<file path="src/rtl/wf_pixel_pkg.sv">
`timescale 1ns/1ps
`default_nettype none
// ============================================================================
// Module  : wf_pixel_pkg
// Purpose : Shared constants and types for the pixel loader: serial frame
//           length, opcode values, pixel RAM widths and FSM state encodings.
// Revision: 1.0 - initial release
// ============================================================================
package wf_pixel_pkg;

    localparam int FRAME_BITS = 24;
    localparam int ADDR_W     = 6;
    localparam int PIX_W      = 16;

    localparam logic [1:0] OP_WRITE = 2'b00;
    localparam logic [1:0] OP_FILL  = 2'b01;
    localparam logic [1:0] OP_CLEAR = 2'b10;
    localparam logic [1:0] OP_RSVD  = 2'b11;

    typedef enum logic [1:0] {
        ST_IDLE  = 2'd0,
        ST_WRITE = 2'd1,
        ST_FILL  = 2'd2
    } state_t;

endpackage
`default_nettype wire

</file>
<file path="src/rtl/wf_pixel_loader_serial_rx.sv">
`timescale 1ns/1ps
`default_nettype none
// ============================================================================
// Module  : WF_serial_rx
// Purpose : Receives 24-bit MSB-first frames over an asynchronous
//           clock/data/select link. All three lines are synchronized to clk,
//           ser_clk rising edges shift data in while select is low.
// Ports   : clk, reset        - system clock, synchronous active-high reset
//           ser_clk/dat/cs_n  - asynchronous serial link from the CPU
//           frame_valid       - one-clk pulse, frame_data holds a full frame
//           frame_data        - received frame, pixel bit 15 forced to 0
//           frame_err         - one-clk pulse on a short or over-long frame
// Revision: 1.0 - initial release
// ============================================================================
module WF_serial_rx
    import wf_pixel_pkg::*;
(
    input  logic                  clk,
    input  logic                  reset,
    input  logic                  ser_clk,
    input  logic                  ser_dat,
    input  logic                  ser_cs_n,
    output logic                  frame_valid,
    output logic [FRAME_BITS-1:0] frame_data,
    output logic                  frame_err
);

    localparam logic [4:0] c_last_bit = 5'(FRAME_BITS);

    logic                  r_clk_s1, r_clk_s2, r_clk_d;
    logic                  r_dat_s1, r_dat_s2;
    logic                  r_cs_s1,  r_cs_s2,  r_cs_d;
    logic [4:0]            r_bit_cnt;
    logic [FRAME_BITS-1:0] r_shift;
    logic                  r_extra;
    logic                  r_valid;
    logic                  r_err;

    logic w_clk_rise, w_cs_fall, w_cs_rise;

    assign w_clk_rise = r_clk_s2 & ~r_clk_d;
    assign w_cs_fall  = ~r_cs_s2 & r_cs_d;
    assign w_cs_rise  = r_cs_s2 & ~r_cs_d;

    always_ff @(posedge clk) begin
        if (reset) begin
            r_clk_s1  <= 1'b0;
            r_clk_s2  <= 1'b0;
            r_clk_d   <= 1'b0;
            r_dat_s1  <= 1'b0;
            r_dat_s2  <= 1'b0;
            r_cs_s1   <= 1'b1;
            r_cs_s2   <= 1'b1;
            r_cs_d    <= 1'b1;
            r_bit_cnt <= '0;
            r_shift   <= '0;
            r_extra   <= 1'b0;
            r_valid   <= 1'b0;
            r_err     <= 1'b0;
        end else begin
            r_clk_s1 <= ser_clk;
            r_clk_s2 <= r_clk_s1;
            r_clk_d  <= r_clk_s2;
            r_dat_s1 <= ser_dat;
            r_dat_s2 <= r_dat_s1;
            r_cs_s1  <= ser_cs_n;
            r_cs_s2  <= r_cs_s1;
            r_cs_d   <= r_cs_s2;
            r_valid  <= 1'b0;
            r_err    <= 1'b0;

            if (w_cs_fall) begin
                r_bit_cnt <= '0;
                r_shift   <= '0;
                r_extra   <= 1'b0;
            end else if (w_cs_rise) begin
                // A partial frame, or bits beyond a completed frame, is an error.
                // A completed frame was already handed over and stays valid.
                if (r_extra || (r_bit_cnt != 5'd0 && r_bit_cnt != c_last_bit))
                    r_err <= 1'b1;
                r_bit_cnt <= '0;
                r_extra   <= 1'b0;
            end else if (w_clk_rise && !r_cs_s2) begin
                if (r_bit_cnt == c_last_bit) begin
                    r_extra <= 1'b1;
                end else begin
                    r_shift   <= {r_shift[FRAME_BITS-2:0], r_dat_s2};
                    r_bit_cnt <= r_bit_cnt + 5'd1;
                    if (r_bit_cnt == c_last_bit - 5'd1)
                        r_valid <= 1'b1;
                end
            end
        end
    end

    assign frame_valid = r_valid;
    assign frame_data  = {r_shift[23:16], 1'b0, r_shift[14:0]};
    assign frame_err   = r_err;

endmodule
`default_nettype wire

</file>
<file path="src/rtl/wf_pixel_loader.sv">
`timescale 1ns/1ps
`default_nettype none
// ============================================================================
// Module  : wf_pixel_loader
// Purpose : Accepts serial pixel frames from the CPU, holds one pending frame
//           and writes the pixel RAM only while the display write window is
//           open (between scan_done and the next scan_en). Supports single
//           pixel writes, full-frame fill and full-frame clear.
// Ports   : clk, reset        - system clock, synchronous active-high reset
//           ser_clk/dat/cs_n  - asynchronous serial link from the CPU
//           scan_en/scan_done - scan cycle start / row shift complete pulses
//           ram_wr_*          - registered pixel RAM write port
//           busy              - frame pending or operation in progress
//           frame_err         - one-clk pulse on a rejected frame
// Revision: 1.0 - initial release
// ============================================================================
module wf_pixel_loader
    import wf_pixel_pkg::*;
(
    input  logic              clk,
    input  logic              reset,
    input  logic              ser_clk,
    input  logic              ser_dat,
    input  logic              ser_cs_n,
    input  logic              scan_en,
    input  logic              scan_done,
    output logic              ram_wr_en,
    output logic [ADDR_W-1:0] ram_wr_addr,
    output logic [PIX_W-1:0]  ram_wr_pixels,
    output logic              busy,
    output logic              frame_err
);

    logic                  w_rx_valid;
    logic [FRAME_BITS-1:0] w_rx_data;
    logic                  w_rx_err;

    WF_serial_rx u_rx (
        .clk         (clk),
        .reset       (reset),
        .ser_clk     (ser_clk),
        .ser_dat     (ser_dat),
        .ser_cs_n    (ser_cs_n),
        .frame_valid (w_rx_valid),
        .frame_data  (w_rx_data),
        .frame_err   (w_rx_err)
    );

    state_t            r_state, w_state_nxt;
    logic              r_win;
    logic              r_pend_full;
    logic [1:0]        r_pend_op;
    logic [ADDR_W-1:0] r_pend_addr;
    logic [PIX_W-1:0]  r_pend_pix;
    logic [ADDR_W-1:0] r_fill_cnt, w_fill_cnt_nxt;
    logic [PIX_W-1:0]  r_fill_pix, w_fill_pix_nxt;

    logic              w_win_nxt;
    logic              w_wr_en;
    logic [ADDR_W-1:0] w_wr_addr;
    logic [PIX_W-1:0]  w_wr_pix;
    logic              w_consume;
    logic              w_op_err;
    logic              w_overrun;

    // Write decisions look at the window value of the cycle in which the
    // registered write becomes visible, so a write never overlaps a closed
    // window. scan_en wins over scan_done.
    assign w_win_nxt = scan_en ? 1'b0 : (scan_done ? 1'b1 : r_win);
    assign w_overrun = w_rx_valid & r_pend_full;

    always_comb begin
        w_state_nxt    = r_state;
        w_wr_en        = 1'b0;
        w_wr_addr      = ram_wr_addr;
        w_wr_pix       = ram_wr_pixels;
        w_consume      = 1'b0;
        w_op_err       = 1'b0;
        w_fill_cnt_nxt = r_fill_cnt;
        w_fill_pix_nxt = r_fill_pix;

        unique case (r_state)
            ST_IDLE: begin
                if (r_pend_full && w_win_nxt) begin
                    // The pending slot is freed on decode so the CPU can queue
                    // the next frame while a fill runs.
                    w_consume = 1'b1;
                    case (r_pend_op)
                        OP_WRITE: begin
                            w_wr_en     = 1'b1;
                            w_wr_addr   = r_pend_addr;
                            w_wr_pix    = r_pend_pix;
                            w_state_nxt = ST_WRITE;
                        end
                        OP_FILL, OP_CLEAR: begin
                            w_fill_pix_nxt = (r_pend_op == OP_FILL) ? r_pend_pix : '0;
                            // Address 0 is written on decode; FILL continues at 1.
                            w_wr_en        = 1'b1;
                            w_wr_addr      = '0;
                            w_wr_pix       = w_fill_pix_nxt;
                            w_fill_cnt_nxt = 6'd1;
                            w_state_nxt    = ST_FILL;
                        end
                        OP_RSVD: begin
                            w_op_err = 1'b1;
                        end
                    endcase
                end
            end
            ST_WRITE: begin
                w_state_nxt = ST_IDLE;
            end
            ST_FILL: begin
                if (w_win_nxt) begin
                    w_wr_en        = 1'b1;
                    w_wr_addr      = r_fill_cnt;
                    w_wr_pix       = r_fill_pix;
                    w_fill_cnt_nxt = r_fill_cnt + 6'd1;
                    if (r_fill_cnt == 6'd63)
                        w_state_nxt = ST_IDLE;
                end
            end
            default: begin
                w_state_nxt = ST_IDLE;
            end
        endcase
    end

    always_ff @(posedge clk) begin
        if (reset) begin
            r_state       <= ST_IDLE;
            r_win         <= 1'b0;
            r_pend_full   <= 1'b0;
            r_pend_op     <= '0;
            r_pend_addr   <= '0;
            r_pend_pix    <= '0;
            r_fill_cnt    <= '0;
            r_fill_pix    <= '0;
            ram_wr_en     <= 1'b0;
            ram_wr_addr   <= '0;
            ram_wr_pixels <= '0;
            frame_err     <= 1'b0;
        end else begin
            r_state    <= w_state_nxt;
            r_win      <= w_win_nxt;
            r_fill_cnt <= w_fill_cnt_nxt;
            r_fill_pix <= w_fill_pix_nxt;

            if (w_consume) begin
                r_pend_full <= 1'b0;
            end else if (w_rx_valid && !r_pend_full) begin
                r_pend_full <= 1'b1;
                r_pend_op   <= w_rx_data[23:22];
                r_pend_addr <= w_rx_data[21:16];
                r_pend_pix  <= w_rx_data[15:0];
            end

            ram_wr_en <= w_wr_en;
            if (w_wr_en) begin
                ram_wr_addr   <= w_wr_addr;
                ram_wr_pixels <= w_wr_pix;
            end

            frame_err <= w_rx_err | w_overrun | w_op_err;
        end
    end

    assign busy = r_pend_full | (r_state != ST_IDLE);

endmodule
`default_nettype wire

</file>
<file path="config.mk">
export PLATFORM = sky130hd
export DESIGN_NAME = wf_pixel_loader
export DESIGN_NICKNAME = d
export VERILOG_FILES = /design/src/rtl/wf_pixel_pkg.sv /design/src/rtl/wf_pixel_loader_serial_rx.sv /design/src/rtl/wf_pixel_loader.sv
export SDC_FILE = /design/constraint.sdc
export NUM_CORES = 1
export LEC_CHECK = 0
export ABC_AREA = 1
export CAP_MARGIN = 20
export CORE_ASPECT_RATIO = 1.1
export CORE_MARGIN = 3
export CORE_UTILIZATION = 45
export CTS_BUF_LIST = sky130_fd_sc_hd__clkbuf_4
export DETAILED_ROUTE_END_ITERATION = 16
export GPL_ROUTABILITY_DRIVEN = 0
export PLACE_DENSITY = 0.66
export SETUP_SLACK_MARGIN = 0.02
export SYNTH_ARGS = -nofsm -noshare
export SYNTH_HDL_FRONTEND = slang
export SYNTH_SLANG_ARGS = --single-unit
</file>
<file path="constraint.sdc">
create_clock -name clk -period 1.8 [get_ports clk]
set_clock_uncertainty 0.15 [all_clocks]
set_input_delay 0.54 -clock clk [delete_from_list [all_inputs] [get_ports clk]]
set_output_delay 0.54 -clock clk [all_outputs]
set_load 0.005 [all_outputs]
</file>
# Yosys cells after proc, flatten, opt, wreduce, memory -nomap -nowiden
# Cells that the tools add are included.
# Widths: inputs -> output; s select.
dict set report totals {
  output_inout_bits 25
  register_bits 113
  elab_cells 112
}
dict set report classes {
  bitwise_logic 14
  reduce_logical 27
  n_eq_ne 13
  addsub 2
  n_mux 31
}
# operator count
set op_table {}
lappend op_table {{$pmux 16 s2} 2}
lappend op_table {{$pmux 6 s2} 3}
lappend op_table {{$mux 16} 2}
lappend op_table {{$mux 6} 5}
lappend op_table {{$mux 15} 1}
lappend op_table {{$mux 1} 12}
lappend op_table {{$eq 5x5->1 const B} 2}
lappend op_table {{$reduce_or 3->1} 3}
lappend op_table {{$pmux 2 s2} 2}
lappend op_table {{$reduce_and 4->1} 2}
lappend op_table {{$not 1->1} 7}
lappend op_table {{$add 6x1->6 const B} 1}
lappend op_table {{$eq 2x2->1 const B} 3}
lappend op_table {{$eq 6x6->1 const B} 1}
lappend op_table {{$mux 2} 3}
lappend op_table {{$ne 2x2->1 const B} 3}
lappend op_table {{$reduce_and 2->1} 3}
lappend op_table {{$reduce_and 3->1} 2}
lappend op_table {{$reduce_or 2->1} 3}
lappend op_table {{$add 5x1->5 const B} 1}
lappend op_table {{$ne 5x5->1 const B} 1}
lappend op_table {{$reduce_and 5->1} 1}
lappend op_table {{$reduce_bool 5->1} 1}
lappend op_table {{$reduce_or 5->1} 1}
lappend op_table {{11 further kinds} 22}

# Depth between registers and ports, before layout
dict set report depth {
  depth_word 7
  ltp_mapped 11
  depth_no_buf 10
}

# Hierarchy
# Synthesis repeated with hierarchy kept, for this count alone.
dict set report unflattened {
  hier_cells 790
  area_unflattened_um2 5422.7
}
# mod cells_each n_inst area_per_inst_um2
set modules_own_cells {}
lappend modules_own_cells {wf_pixel_loader 494 1 3339.5}
lappend modules_own_cells {WF_serial_rx 296 1 2083.2}

# Worst setup path after synthesis
# No wires, ideal clock.
dict set report synth_path {
  kind {reg-to-reg}
  start {register r_pend_op[0]}
  end {register ram_wr_pixels[10]}
  stages_incl_launch_ff 11
  path_slack_ps 14
  t_arrival_ps 1523
  synth_period_minus_slack_ps 1786
  path_buffers 2
  t_required_ps 1537
  setup_ps 113
  cell_sequence {dfxtp_1 -> inv_1 -> ha_1 -> inv_2 -> or2_1 -> buf_6 -> buf_6 -> nand3_2 -> o21ai_1 -> nor2_1 -> nor2_1}
}
dict set report synth_between {
  elab_chain_cells 6
  elab_cells_between_ends 14
  cone_classes {eq/ne (3); mux (7); reduce/logical (4)}
}
# item line_no
set synth_rtl {}
lappend synth_rtl {{start: declaration} wf_pixel_loader.sv:52} ;# logic [1:0] r_pend_op;
lappend synth_rtl {{start signal: assignment} wf_pixel_loader.sv:153} ;# r_pend_op <= w_rx_data[23:22];
lappend synth_rtl {{$eq 2x1->1 (tied with other cells)} {wf_pixel_loader.sv:88, wf_pixel_loader.sv:96}}
lappend synth_rtl {{$reduce_or 3->1 (no line)} n/a}
lappend synth_rtl {{$mux 1} wf_pixel_loader.sv:88} ;# case (r_pend_op)
lappend synth_rtl {{$mux 1} wf_pixel_loader.sv:84} ;# if (r_pend_full && w_win_nxt) begin
lappend synth_rtl {{$pmux 1 s2} wf_pixel_loader.sv:82} ;# unique case (r_state)
lappend synth_rtl {{$reduce_and 5->1 (no line)} n/a}
lappend synth_rtl {{end signal: assignment} wf_pixel_loader.sv:161} ;# ram_wr_pixels <= w_wr_pix;
lappend synth_rtl {{end: declaration} wf_pixel_loader.sv:29} ;# output logic [PIX_W-1:0] ram_wr_pixels,
# Parallel ways exist; a longest one is shown, timed or not. The select of a mux whose other input is x is not followed.
# A chain may end at the register's enable or synchronous reset.

# Final worst setup path
dict set report layout_path {
  start {register r_state[1]}
  end {output port busy}
}
dict set report layout_between {
  elab_chain_cells 2
}
# item line_no
set layout_rtl {}
lappend layout_rtl {{start: declaration} wf_pixel_loader.sv:49} ;# state_t r_state, w_state_nxt;
lappend layout_rtl {{start signal: assignment} wf_pixel_loader.sv:144} ;# r_state <= w_state_nxt;
lappend layout_rtl {{$reduce_bool 2->1} wf_pixel_loader.sv:168} ;# assign busy = r_pend_full | (r_state != ST_IDLE);
lappend layout_rtl {{$or 1x1->1} wf_pixel_loader.sv:168}
lappend layout_rtl {{end: declaration} wf_pixel_loader.sv:30} ;# output logic busy,
# No other way between the ends.

==> impl_metrics.prom <==
# TYPE chip_impl_metric gauge
chip_impl_info{name="run_status",value="completed"} 1
chip_impl_metric{name="mappedNetlistArea",unit="µm²"} 4630
chip_impl_metric{name="maxClockFrequency",unit="MHz"} 565
chip_impl_metric{name="finalNonFillerCells",unit=""} 810
chip_impl_metric{name="yosys.area.top_type_share",unit=""} 0.480
chip_impl_metric{name="viasPerCell",unit=""} 4.86
chip_impl_metric{name="path_clk_slew",unit="ns"} 0.17
chip_impl_metric{name="wire_per_inst",unit="µm"} 11.7
chip_impl_metric{name="post-layout-total-power",unit="W"} 0.00391
chip_impl_metric{name="cts.path.max_buffers",unit=""} 2
chip_impl_metric{name="multi_input_area",unit="µm²"} 2020
chip_impl_metric{name="worst-path-max-fanout",unit=""} 2
chip_impl_metric{name="final_util",unit=""} 0.557
chip_impl_metric{name="clock_sink_count",unit=""} 111
chip_impl_info{name="hold_path_class",value="register to register"} 1
chip_impl_info{name="start_kind",value="register"} 1
chip_impl_metric{name="die-width",unit="µm"} 103
chip_impl_metric{name="post_route_cells_drive_above_1_share",unit=""} 0.170
chip_impl_metric{name="synth-seq-cells",unit=""} 111
chip_impl_metric{name="clock_insertion_delay_worst_skew",unit="ns"} 0.44
chip_impl_metric{name="post-place-ws",unit="ns"} -0.285
chip_impl_metric{name="maximum_number_of_pins_on_one_net_before_global_route_repair",unit=""} 32
chip_impl_metric{name="post-dp-hpwl",unit="µm"} 6430
chip_impl_metric{name="num_io_pins",unit=""} 32
chip_impl_metric{name="core.rowCount",unit=""} 38
chip_impl_metric{name="synth.net_count",unit=""} 656
chip_impl_metric{name="ff_latch_area",unit="µm²"} 2260
chip_impl_metric{name="fraction_of_the_cycle_the_final_worst_path_needs",unit=""} 0.984
chip_impl_metric{name="antenna_violating_nets_post_route",unit=""} 0
chip_impl_metric{name="postLayoutSetupSlackWorst",unit="ns"} 0.0285
chip_impl_metric{name="cp_arrival",unit="ns"} 1.08
chip_impl_metric{name="worst_ir_drop_vdd",unit="mV"} 0.409
chip_impl_metric{name="fp.dieArea",unit="µm²"} 11500
chip_impl_metric{name="drtPass1Iterations",unit=""} 5
chip_impl_metric{name="buffer_ports.inserted",unit=""} 30
chip_impl_metric{name="yosys.cell_types.count",unit=""} 31
chip_impl_info{name="cts_tree",value="built"} 1
chip_impl_metric{name="setup_viol",unit=""} 0
chip_impl_info{name="setup_repair_after_global_routing_missed_its_margin",value="yes"} 1
chip_impl_metric{name="die_h",unit="µm"} 112
chip_impl_metric{name="grt_first_pass_wirelength",unit="µm"} 15900
chip_impl_metric{name="grt_usage",unit=""} 0.166
chip_impl_metric{name="antenna_found_initial",unit=""} 0
chip_impl_metric{name="drt-total-wl",unit="µm"} 9470
chip_impl_metric{name="drt_iter0_markers",unit=""} 153
chip_impl_metric{name="post-route-drc-count",unit=""} 0
chip_impl_metric{name="cts_inserted_buffers",unit=""} 9
chip_impl_metric{name="timing.final.hold_violations",unit=""} 0
chip_impl_metric{name="filler_cell_count",unit=""} 958
chip_impl_metric{name="syn_to_final_growth",unit="%"} 19.6
chip_impl_metric{name="grt_pass1_vias",unit=""} 3619
chip_impl_metric{name="grt_overflow",unit=""} 0
chip_impl_metric{name="seq_area_frac_synth",unit=""} 0.480
chip_impl_metric{name="placed_cells",unit=""} 786
chip_impl_info{name="cts.root.buffer_cell",value="clkbuf_4"} 1
chip_impl_metric{name="num_vias",unit=""} 3936
chip_impl_metric{name="setup_tns",unit="ns"} 0
chip_impl_info{name="layout.cells.most_common_list",value="nor2_1 (144), nand2_1 (98), dfxtp_1 (82), inv_1 (66), o21ai_0 (56)"} 1
chip_impl_metric{name="final_period_minus_worst_setup_slack",unit="ns"} 1.77
chip_impl_info{name="timing_worst_setup_path_type",value="register to output port"} 1
chip_impl_metric{name="drv_cap",unit=""} 0
chip_impl_metric{name="leakage_power",unit="nW"} 2.25
chip_impl_info{name="yosys.area.top_type",value="dfxtp_1"} 1
chip_impl_info{name="post_synth_main_area_contributors",value="dfxtp_1 (48%), nor2_1 (12%), nand2_1 (8.4%)"} 1
chip_impl_metric{name="fin_nets",unit=""} 698
chip_impl_metric{name="synthesis.area_per_instance",unit="µm²"} 7.20
chip_impl_metric{name="total_power_density_per_cell_area",unit="nW/µm²"} 706
chip_impl_metric{name="htree_levels",unit=""} 3
chip_impl_info{name="most_common_cell_after_layout_fill_and_taps_aside",value="nor2_1"} 1
chip_impl_metric{name="start_util",unit=""} 0.466
chip_impl_metric{name="worst_ep_required_time",unit="ns"} 1.11
chip_impl_metric{name="insertedDiodeCount",unit=""} 0
chip_impl_metric{name="core_area",unit="µm²"} 9940
chip_impl_info{name="end_kind",value="output port"} 1
chip_impl_metric{name="timing_max_transition_violations_final",unit=""} 0
chip_impl_metric{name="netlist_instances",unit=""} 643
chip_impl_metric{name="synth_warnings",unit=""} 0
-- area by class of cell --
type,count,share of cell area
timing repair buffer,65,0.122
clock buffer,10,0.0136
tap,120,0.0271
clock inverter,6,0.0145
sequential,111,0.408
inverter,73,0.0500
multi-input combinational,425,0.365
-- state kept, by name, summed over array words and instances, names as in the netlist, 2 cells and up --
| signal | count |
|---|---|
| r_state | 2 |
| r_pend_addr | 6 |
| ram_wr_addr | 6 |
| r_fill_cnt | 6 |
| u_rx.r_shift | 24 |
| r_fill_pix | 15 |
| u_rx.r_bit_cnt | 5 |
| ram_wr_pixels | 15 |
| r_pend_pix | 15 |
| r_pend_op | 2 |
-- cell usage after synthesis --
cell type	count
nor3b_1	3
conb_1	1
nand3_1	16
o21bai_1	2
or2_1	1
buf_4	3
buf_6	2
a21oi_1	46
a211oi_1	2
buf_2	12
xor2_1	2
ha_1	6
nand3_2	9
o21ai_1	10
nor2_4	2
buf_1	2
nand2b_1	1
inv_1	69
or2_2	3
nor4_1	1
o21ai_0	62
nand3b_1	2
clkinv_1	1
nand4_1	4
nand2_1	104
a31oi_1	1
inv_2	3
clkbuf_1	15
nor2_1	144
nor3_1	3
dfxtp_1	111
-- worst max-delay path: stages (launching register included) --
cell      delay (ns)
dfxtp_2         0.37
nor2_4          0.11
nand2_2         0.06
clkbuf_2        0.11
-- worst paths after layout --
path                                                start                       endpoint  slack (ns)  cells past startpoint
worst min register to register   u_rx.r_clk_s1$_SDFF_PP0_       u_rx.r_clk_s2$_SDFF_PP0_        0.27                      2
worst max register to register  r_pend_op[0]$_SDFFE_PP0P_  ram_wr_pixels[3]$_SDFFE_PP0P_        0.10                      9
worst min-delay path             u_rx.r_clk_s1$_SDFF_PP0_       u_rx.r_clk_s2$_SDFF_PP0_        0.27                      2
worst max-delay path              r_state[1]$_SDFFE_PP0P_                           busy        0.03                      3
-- stage by stage --
step                      hold slack (ns)  cell area, µm²
after floorplan                     0.238            4640
after global placement              0.241            5200
after detailed placement            0.249            5200
after CTS                           0.273            5370
after global routing                0.284            5530
final                               0.266            5530
-- metal layers --
metal | global-route usage | part of all wire | vias to the layer above
met5 | 0 | 0 | -
met4 | 0.0394 | 0.012 | 0
met3 | 0.0410 | 0.033 | 8
met2 | 0.269 | 0.48 | 71
met1 | 0.223 | 0.47 | 1750
li1 | - | - | 2107
-- power breakdown --
| part | total (W) | switching [W] | internal, W |
|---|---|---|---|
| combinational | 0.000130 | 0.0000766 | 0.0000531 |
| sequential | 0.00248 | 0.00000619 | 0.00247 |
| clock | 0.00130 | 0.000836 | 0.000464 |
| total | 0.00391 | 0.000919 | 0.00299 |
-- repair_timing --
action	CTS	global route
buffers inserted	2	2
resized for setup	50	54
endpoints found under the setup margin	26	72
cloned	0	4
hold buffers	0	0
pin swaps	0	14
endpoints found under the hold margin	0	0
-- cell families (layout without fill, tap and decap cells) --
group | count (synthesis) | in the layout | synth area share
AND/OR/NAND/NOR | 293 | 293 | 0.268
AO/OA/AOI/OAI | 123 | 123 | 0.135
flip-flops | 111 | 111 | 0.480
buffers and inverters | 107 | 154 | 0.0957
adder cells (fa/ha/maj) | 6 | 6 | 0.0162
XOR/XNOR | 2 | 2 | 0.00379
other | 1 | 1 | 0.000810
Power figures use the tool's default switching activity.
